==> config.mk <==
export PLATFORM = sky130hd
export DESIGN_NAME = branch_target_unit_flat
export DESIGN_NICKNAME = d
export VERILOG_FILES = /design/src/rtl/branch_target_unit_if.sv /design/src/rtl/branch_target_unit.sv /design/src/flat_wrapper.sv
export SDC_FILE = /design/constraint.sdc
export NUM_CORES = 1
export LEC_CHECK = 0
export BUFFER_PORTS_ARGS = -buffer_cell sky130_fd_sc_hd__buf_2
export CAP_MARGIN = 20
export CORE_MARGIN = 3
export CORE_UTILIZATION = 30
export CTS_BUF_LIST = sky130_fd_sc_hd__clkbuf_8
export DETAILED_ROUTE_END_ITERATION = 7
export SLEW_MARGIN = 5
export SYNTH_ARGS = -nofsm -noshare
export SYNTH_HDL_FRONTEND = slang
export SYNTH_SLANG_ARGS = --single-unit
==> constraint.sdc <==
create_clock -name clk -period 10.9 [get_ports clk]
set_clock_uncertainty 0.15 [all_clocks]
set_input_delay 2.18 -clock clk [delete_from_list [all_inputs] [get_ports clk]]
set_output_delay 2.18 -clock clk [all_outputs]
set_load 0.01 [all_outputs]
==> src/rtl/branch_target_unit_if.sv <==
// Lookup, resolve/train and redirect signals between the fetch/execute stages
// and branch_target_unit. The core side drives through the master modport.
interface branch_target_unit_if #(
  parameter int XLEN = 32
);
  logic [XLEN-1:0] if_pc;
  logic            pred_taken;
  logic [XLEN-1:0] pred_target;

  logic            upd_valid;
  logic [1:0]      upd_op;
  logic            upd_cond;
  logic            upd_taken;
  logic [XLEN-1:0] upd_pc;
  logic [XLEN-1:0] upd_base;
  logic [XLEN-1:0] upd_imm;
  logic            upd_pred_taken;
  logic [XLEN-1:0] upd_pred_target;
  logic            upd_is_call;
  logic            upd_is_ret;

  logic [XLEN-1:0] res_target;
  logic            redirect_valid;
  logic [XLEN-1:0] redirect_pc;

  modport master (
    output if_pc, upd_valid, upd_op, upd_cond, upd_taken, upd_pc, upd_base,
           upd_imm, upd_pred_taken, upd_pred_target, upd_is_call, upd_is_ret,
    input  pred_taken, pred_target, res_target, redirect_valid, redirect_pc
  );

  modport slave (
    input  if_pc, upd_valid, upd_op, upd_cond, upd_taken, upd_pc, upd_base,
           upd_imm, upd_pred_taken, upd_pred_target, upd_is_call, upd_is_ret,
    output pred_taken, pred_target, res_target, redirect_valid, redirect_pc
  );
endinterface

==> src/rtl/branch_target_unit.sv <==
// Branch target resolution plus direct-mapped BTB with 2-bit direction counters.
// Define BTU_RAS_EN to add a return-address stack feeding ret-marked BTB hits.
module branch_target_unit #(
  parameter int XLEN      = 32,
  parameter int ENTRIES   = 16,
  parameter int RAS_DEPTH = 4
) (
  input logic                 clk,
  input logic                 resetn,
  input logic                 flush,
  branch_target_unit_if.slave bus
);
  localparam int IDX_W = $clog2(ENTRIES);
  localparam int TAG_W = XLEN - IDX_W - 2;
  localparam logic [1:0] OP_PCREL  = 2'b01;
  localparam logic [1:0] OP_REGOFF = 2'b10;

  function automatic logic [1:0] sat_ctr(input logic [1:0] c, input logic up);
    if (up) return (c == 2'b11) ? c : c + 2'd1;
    else    return (c == 2'b00) ? c : c - 2'd1;
  endfunction

  function automatic logic [XLEN-1:0] calc_target(input logic [1:0]      op,
                                                  input logic [XLEN-1:0] pc,
                                                  input logic [XLEN-1:0] base,
                                                  input logic [XLEN-1:0] imm);
    logic [XLEN-1:0] sum;
    sum = base + imm;
    case (op)
      OP_PCREL:  return pc + imm;
      OP_REGOFF: return {sum[XLEN-1:1], 1'b0};
      default:   return '0;
    endcase
  endfunction

  logic [ENTRIES-1:0] valid_q, valid_d;
  logic [1:0]         ctr_q [ENTRIES];
  logic [TAG_W-1:0]   tag_q [ENTRIES];
  logic [XLEN-1:0]    tgt_q [ENTRIES];

  logic             redirect_valid_q, redirect_valid_d;
  logic [XLEN-1:0]  redirect_pc_q, redirect_pc_d;

  logic [IDX_W-1:0] lk_idx, u_idx;
  logic [TAG_W-1:0] u_tag;
  logic             lk_hit, lk_taken, u_hit, upd_en, tw_en, ctr_we, mispredict;
  logic [1:0]       ctr_d;
  logic [XLEN-1:0]  res, lk_tgt;

  logic unused_bits;
  assign unused_bits = ^bus.if_pc[1:0];

  assign res    = calc_target(bus.upd_op, bus.upd_pc, bus.upd_base, bus.upd_imm);
  assign upd_en = bus.upd_valid && !flush &&
                  (bus.upd_op == OP_PCREL || bus.upd_op == OP_REGOFF);
  assign u_idx  = bus.upd_pc[IDX_W+1:2];
  assign u_tag  = bus.upd_pc[XLEN-1:IDX_W+2];
  assign u_hit  = valid_q[u_idx] && (tag_q[u_idx] == u_tag);
  assign tw_en  = upd_en && bus.upd_taken;
  assign ctr_we = upd_en && (u_hit || bus.upd_taken);

`ifdef BTU_RAS_EN
  localparam int PTR_W = (RAS_DEPTH > 1) ? $clog2(RAS_DEPTH) : 1;
  localparam int CNT_W = $clog2(RAS_DEPTH + 1);

  function automatic logic [PTR_W-1:0] ptr_inc(input logic [PTR_W-1:0] p);
    return (p == PTR_W'(RAS_DEPTH - 1)) ? '0 : p + PTR_W'(1);
  endfunction

  function automatic logic [PTR_W-1:0] ptr_dec(input logic [PTR_W-1:0] p);
    return (p == '0) ? PTR_W'(RAS_DEPTH - 1) : p - PTR_W'(1);
  endfunction

  logic [ENTRIES-1:0] ret_q;
  logic [XLEN-1:0]    ras_q [RAS_DEPTH];
  logic [PTR_W-1:0]   ras_ptr_q, ras_ptr_d, ras_widx;
  logic [CNT_W-1:0]   ras_cnt_q, ras_cnt_d;
  logic               ras_we;
  logic [XLEN-1:0]    ras_top;

  assign ras_top = (ras_cnt_q == '0) ? '0 : ras_q[ptr_dec(ras_ptr_q)];

  // Pop is applied before push so call+ret replaces the top in place.
  always_comb begin
    ras_ptr_d = ras_ptr_q;
    ras_cnt_d = ras_cnt_q;
    ras_we    = 1'b0;
    ras_widx  = ras_ptr_q;
    if (upd_en && bus.upd_is_ret && ras_cnt_q != '0) begin
      ras_ptr_d = ptr_dec(ras_ptr_q);
      ras_cnt_d = ras_cnt_q - CNT_W'(1);
    end
    if (upd_en && bus.upd_is_call) begin
      ras_we    = 1'b1;
      ras_widx  = ras_ptr_d;
      ras_ptr_d = ptr_inc(ras_ptr_d);
      if (ras_cnt_d != CNT_W'(RAS_DEPTH)) ras_cnt_d = ras_cnt_d + CNT_W'(1);
    end
  end

  always_ff @(posedge clk or negedge resetn) begin
    if (!resetn) begin
      ras_ptr_q <= '0;
      ras_cnt_q <= '0;
    end else begin
      ras_ptr_q <= ras_ptr_d;
      ras_cnt_q <= ras_cnt_d;
    end
  end

  always_ff @(posedge clk) begin
    if (ras_we) ras_q[ras_widx] <= bus.upd_pc + XLEN'(4);
    if (ctr_we) ret_q[u_idx]    <= bus.upd_is_ret;
  end

  assign lk_tgt = ret_q[lk_idx] ? ras_top : tgt_q[lk_idx];
`else
  logic unused_ras;
  assign unused_ras = bus.upd_is_call ^ bus.upd_is_ret;
  assign lk_tgt     = tgt_q[lk_idx];
`endif

  // Lookup sees pre-update state; training lands at the next edge.
  assign lk_idx          = bus.if_pc[IDX_W+1:2];
  assign lk_hit          = valid_q[lk_idx] && (tag_q[lk_idx] == bus.if_pc[XLEN-1:IDX_W+2]);
  assign lk_taken        = lk_hit && ctr_q[lk_idx][1];
  assign bus.pred_taken  = lk_taken;
  assign bus.pred_target = lk_taken ? lk_tgt : '0;
  assign bus.res_target  = res;

  always_comb begin
    valid_d = valid_q;
    if (flush)      valid_d = '0;
    else if (tw_en) valid_d[u_idx] = 1'b1;
  end

  always_comb begin
    ctr_d = bus.upd_cond ? 2'b10 : 2'b11;
    if (u_hit) ctr_d = bus.upd_cond ? sat_ctr(ctr_q[u_idx], bus.upd_taken) : 2'b11;
  end

  always_comb begin
    mispredict       = upd_en && ((bus.upd_taken != bus.upd_pred_taken) ||
                                  (bus.upd_taken && bus.upd_pred_target != res));
    redirect_valid_d = mispredict;
    redirect_pc_d    = redirect_pc_q;
    if (mispredict) redirect_pc_d = bus.upd_taken ? res : bus.upd_pc + XLEN'(4);
  end

  always_ff @(posedge clk or negedge resetn) begin
    if (!resetn) begin
      valid_q          <= '0;
      redirect_valid_q <= 1'b0;
      redirect_pc_q    <= '0;
      for (int i = 0; i < ENTRIES; i++) ctr_q[i] <= 2'b00;
    end else begin
      valid_q          <= valid_d;
      redirect_valid_q <= redirect_valid_d;
      redirect_pc_q    <= redirect_pc_d;
      if (ctr_we) ctr_q[u_idx] <= ctr_d;
    end
  end

  always_ff @(posedge clk) begin
    if (tw_en) begin
      tag_q[u_idx] <= u_tag;
      tgt_q[u_idx] <= res;
    end
  end

  assign bus.redirect_valid = redirect_valid_q;
  assign bus.redirect_pc    = redirect_pc_q;
endmodule
==> src/flat_wrapper.sv <==
// flat-port wrapper written by rule: the top's interface ports become plain ports
module branch_target_unit_flat 
#(
  parameter int XLEN      = 32,
  parameter int ENTRIES   = 16,
  parameter int RAS_DEPTH = 4
)
  (clk, resetn, flush, bus_if_pc, bus_upd_valid, bus_upd_op, bus_upd_cond, bus_upd_taken, bus_upd_pc, bus_upd_base, bus_upd_imm, bus_upd_pred_taken, bus_upd_pred_target, bus_upd_is_call, bus_upd_is_ret, bus_pred_taken, bus_pred_target, bus_res_target, bus_redirect_valid, bus_redirect_pc);
  branch_target_unit_if #(.XLEN(XLEN)) bus_i ();
  input logic clk;
  input logic resetn;
  input logic flush;
  input wire logic [$bits(bus_i.if_pc)-1:0] bus_if_pc;
  input wire logic [$bits(bus_i.upd_valid)-1:0] bus_upd_valid;
  input wire logic [$bits(bus_i.upd_op)-1:0] bus_upd_op;
  input wire logic [$bits(bus_i.upd_cond)-1:0] bus_upd_cond;
  input wire logic [$bits(bus_i.upd_taken)-1:0] bus_upd_taken;
  input wire logic [$bits(bus_i.upd_pc)-1:0] bus_upd_pc;
  input wire logic [$bits(bus_i.upd_base)-1:0] bus_upd_base;
  input wire logic [$bits(bus_i.upd_imm)-1:0] bus_upd_imm;
  input wire logic [$bits(bus_i.upd_pred_taken)-1:0] bus_upd_pred_taken;
  input wire logic [$bits(bus_i.upd_pred_target)-1:0] bus_upd_pred_target;
  input wire logic [$bits(bus_i.upd_is_call)-1:0] bus_upd_is_call;
  input wire logic [$bits(bus_i.upd_is_ret)-1:0] bus_upd_is_ret;
  output wire logic [$bits(bus_i.pred_taken)-1:0] bus_pred_taken;
  output wire logic [$bits(bus_i.pred_target)-1:0] bus_pred_target;
  output wire logic [$bits(bus_i.res_target)-1:0] bus_res_target;
  output wire logic [$bits(bus_i.redirect_valid)-1:0] bus_redirect_valid;
  output wire logic [$bits(bus_i.redirect_pc)-1:0] bus_redirect_pc;
  assign bus_i.if_pc = bus_if_pc;
  assign bus_i.upd_valid = bus_upd_valid;
  assign bus_i.upd_op = bus_upd_op;
  assign bus_i.upd_cond = bus_upd_cond;
  assign bus_i.upd_taken = bus_upd_taken;
  assign bus_i.upd_pc = bus_upd_pc;
  assign bus_i.upd_base = bus_upd_base;
  assign bus_i.upd_imm = bus_upd_imm;
  assign bus_i.upd_pred_taken = bus_upd_pred_taken;
  assign bus_i.upd_pred_target = bus_upd_pred_target;
  assign bus_i.upd_is_call = bus_upd_is_call;
  assign bus_i.upd_is_ret = bus_upd_is_ret;
  assign bus_pred_taken = bus_i.pred_taken;
  assign bus_pred_target = bus_i.pred_target;
  assign bus_res_target = bus_i.res_target;
  assign bus_redirect_valid = bus_i.redirect_valid;
  assign bus_redirect_pc = bus_i.redirect_pc;
  branch_target_unit #(.XLEN(XLEN), .ENTRIES(ENTRIES), .RAS_DEPTH(RAS_DEPTH)) u_core (.clk(clk), .resetn(resetn), .flush(flush), .bus(bus_i));
endmodule
==> parameters.txt <==
Parameter                              Value

Yosys
  Share of async-settable or async-resettable flops after synthesis    under 10%
  Register bit count reported by yosys    1009
  Synth Flop Type    sky130_fd_sc_hd__edfxtp_1
  Yosys cell types    between 80 and 90
  EDFF count, synth    between 900 and 1000
  Mean instance size in the synthesized netlist    18.00 µm²
  Share of synthesized area occupied by flip-flops and latches    ~63%
  Number of warnings reported in the yosys synthesis log    0
  Post-synthesis net count    ~2900
  Gate count after technology mapping    between 2000 and 3000
  Netlist area before placement    47600 µm²

Global route
  Overflow left after global routing    0
  Global Route Usage Sum    between 10% and 20%
  Number of antenna violations at the first check in global routing    21
  Pin count of the biggest net entering global routing    between 70 and 80
  Vias in the first global route    28460
  Global-route wire length before repair    213000 µm

Setup path
  Critical path fanouts, max    74
  Number of cells on the critical path    10
  Setup CP Type    input port to output pin
  End point of the critical path    bus_pred_target[25]
  Register-to-register setup slack    6.69 ns
  CP Data Arrival Time    approximately 6.6 ns
  Category of cells accounting for the largest share of critical-path delay    simple AND/OR/NAND/NOR gates
  Kind of end point of the critical path    output pin
  Cell breakdown of the critical path    buf_8 -> mux4_2 -> mux4_2 -> xnor2_1 -> nand4_1 -> nor3_1 -> nand4_1 -> buf_4 -> nor2b_1 -> buf_2
  Cell with the biggest individual delay on the critical path    sky130_fd_sc_hd__nand4_1
  Reg-to-reg critical path startpoint    u_core.tag_q[3][21]
  Reg2reg path depth    11
  Peak per-stage delay on the critical path    roughly 0.75 ns
  Critical path origin    bus_if_pc[2]
  Terminus of the critical flop-to-flop path    u_core.ctr_q[7]
  Worst setup SP type    input port
  Endpoint required time on the critical path    ~8.6 ns
  Buf/Inv on CP    3

Outcome
  Outcome    complete, no violations

Floorplan
  Core Box Area    between 150000 and 200000 µm²
  Overall die width    404.3 µm
  Die Y-Extent    404.3 µm
  Standard-cell row count    ~150
  Top-level I/O count    between 200 and 300
  Initial cell density of the core    30.33%
  Area of the die    163500 µm²

Timing
  Minimum period implied by the final worst setup slack    between 8 and 9 ns
  Final setup viols    0
  RSZ-0062 raised after global routing    no
  Hold slack final    between 0.3 and 0.4 ns
  Crit share post-route    slightly above 80%
  Final Max Tran Viols    0
  TNS Setup    0 ns
  Slew HR    a little over a fifth
  F_max    approximately 110 MHz
  Final Hold Fails    0
  Slew of the pin with the lowest slew margin    roughly 1.2 ns

Cells and area
  Filler cell count in the final layout    between 10000 and 15000
  Sequential Area    29890 µm²
  Synthesis-to-finish area growth    14.61%
  Share of cells above drive strength 1    a little over a third
  Most frequent standard cell in the layout excluding fill and tap cells    sky130_fd_sc_hd__edfxtp_1
  Most frequent cells in the layout    sky130_fd_sc_hd__edfxtp_1 (928), sky130_fd_sc_hd__mux4_2 (436), sky130_fd_sc_hd__buf_2 (257)
  Footprint of the multi-input gates    approximately 17000 µm²
  Post-layout nets    approximately 3200

Power and ir drop
  Pwr/cell area    154.4 nW/µm²
  Lkg Pwr    approximately 17 nW
  Maximum VDD drop    around 0.12 mV

Worst hold path
  Worst hold path startpoint    u_core.ctr_q[18]
  Hold Crit Class    flop to flop

Placed design
  Half-perimeter wire length of the detailed placement result    ~95000 µm
  Number of input and output port buffers inserted    264
  Routability congestion estimate from global placement    0.9120

Drt
  Remaining antenna violation count    0
  Post-DR wirelength/cell    around 29 µm
  Initial DRC Count    roughly 2600
  Overall routed net length    150500 µm
  Router iterations before antenna repair    5
  Vias per cell    5.351
  Total via count in the routed design    27710
  DRC errors left    0

CTS
  Buffer type at the clock tree root    sky130_fd_sc_hd__clkbuf_8
  CTS clk-pin slew, worst paths    ~0.060 ns
  Deepest clock path buffer count    3
  Hold-fix buffer count after cts    0
  Number of levels the H-tree was split into    4
  Number of clock sinks    1009
  # resized after CTS    0
  Latest clock arrival within the worst-skew pair    around 0.85 ns
  Post CTS Setup Buffer Count    0
  Total CTS buffers    158
  TritonCTS clock tree    built

Flow run
  Max-Cap Viols    0
## power by group
part | total (mW) | switching (mW) | internal [mW]
Combinational | 1.05 | 0.633 | 0.413
Clock | 3.02 | 1.53 | 1.49
Sequential | 4.36 | 0.0375 | 4.32
Total | 8.42 | 2.20 | 6.22
## registers in the layout (all words and copies together), names as in the netlist
name                       count
u_core.tgt_q                 512
u_core.tag_q                 416
u_core.bus.redirect_pc        32
u_core.ctr_q                  32
u_core.valid_q                16
u_core.bus.redirect_valid      1
## area by class of cell
cell class	count	share of cell area, %
Clock buffer	158	3.986
Clock inverter	115	1.310
Tap cell	2058	4.720
Inverter	44	0.3027
Antenna cell	12	0.05504
Sequential cell	1009	54.79
Multi-Input combinational cell	1444	31.26
Timing Repair Buffer	339	3.575
## logic make-up after synthesis
group	synth area share, %
DFF	62.80
muxes	22.45
and+or+nand+nor	4.616
AOI/OAI and AO/OA	3.935
buffers and inverters	1.609
xor gates and xnor gates	2.723
adders and majority gates	1.866
## worst reg2reg max path, cell delays in order (launching register included)
cell and delay (ns):
sky130_fd_sc_hd__edfxtp_1 0.41, sky130_fd_sc_hd__mux4_2 0.48, sky130_fd_sc_hd__mux4_2 0.47, sky130_fd_sc_hd__xnor2_1 0.53, sky130_fd_sc_hd__nand4_1 0.18, sky130_fd_sc_hd__nor4_1 0.27
sky130_fd_sc_hd__buf_2 0.24, sky130_fd_sc_hd__nand2_1 0.11, sky130_fd_sc_hd__a21boi_1 0.38, sky130_fd_sc_hd__nand2_1 0.24, sky130_fd_sc_hd__nor2_1 0.27, sky130_fd_sc_hd__mux2_2 0.36
## cells in the mapped netlist, types with 10 or more instances
master                     count  area, µm²
sky130_fd_sc_hd__buf_1        27      101.4
sky130_fd_sc_hd__buf_2        20      100.1
sky130_fd_sc_hd__nand2_1     105      394.1
sky130_fd_sc_hd__nand4_1      38      237.7
sky130_fd_sc_hd__o21ai_0      61      305.3
sky130_fd_sc_hd__o21a_1       12      90.09
sky130_fd_sc_hd__mux2_2       37      416.7
sky130_fd_sc_hd__a21oi_1      80      400.4
sky130_fd_sc_hd__xor2_1       51      446.7
sky130_fd_sc_hd__or3_1        10      62.56
sky130_fd_sc_hd__mux2_4       26      390.4
sky130_fd_sc_hd__edfxtp_1    928      27870
sky130_fd_sc_hd__nor3_1       18      90.09
sky130_fd_sc_hd__o211ai_1     17      127.6
sky130_fd_sc_hd__nand3_1      39      195.2
sky130_fd_sc_hd__mux4_2      436       9819
sky130_fd_sc_hd__and2_1       23      143.9
sky130_fd_sc_hd__inv_1        44      165.2
sky130_fd_sc_hd__nor2_1      105      394.1
sky130_fd_sc_hd__ha_1         67      838.3
sky130_fd_sc_hd__a21o_1       11      82.58
sky130_fd_sc_hd__nor4_1       10      62.56
sky130_fd_sc_hd__xnor2_1      97      849.6
sky130_fd_sc_hd__nor2b_1      44      275.3
sky130_fd_sc_hd__clkbuf_1     96      360.4
sky130_fd_sc_hd__dfrtp_1      81       2027
## worst min-delay path by stage
| stage | slack, ns | to | cells after the start |
|---|---|---|---|
| 3_3_place_gp | 0.34 | u_core.ctr_q[18] | 1 |
| 2_1_floorplan | 0.33 | u_core.ctr_q[10] | 1 |
| 3_5_place_dp | 0.34 | u_core.bus.redirect_pc[10] | 1 |
| 6_report | 0.35 | u_core.ctr_q[18] | 1 |
| 5_1_grt | 0.37 | u_core.bus.redirect_pc[22] | 1 |
| 4_1_cts | 0.36 | u_core.ctr_q[18] | 1 |
## per-stage QoR
stage               utilization, %  std cells  cell area, µm²  worst slack (ns)  power, mW
floorplan                        -       2644           47600             3.303      5.044
global placement             32.90       4892           51630             1.834      5.476
detailed placement           32.90       4892           51630             1.808      5.483
CTS                          34.74       5165           54510             1.807      8.499
global route                 34.75       5172           54540             1.672      8.748
finish                       34.77       5179           54560             1.941      8.421
## layer usage
layer  part of all wire, %  vias up  global-route usage (%)
li1                      -    11640                       -
met1                    40    14700                   23.70
met2                    49     1151                   30.38
met3                   7.5      211                   3.954
met4                   3.1        8                   6.079
met5                 0.040        -                       0
(Power assumes the default switching activity.)
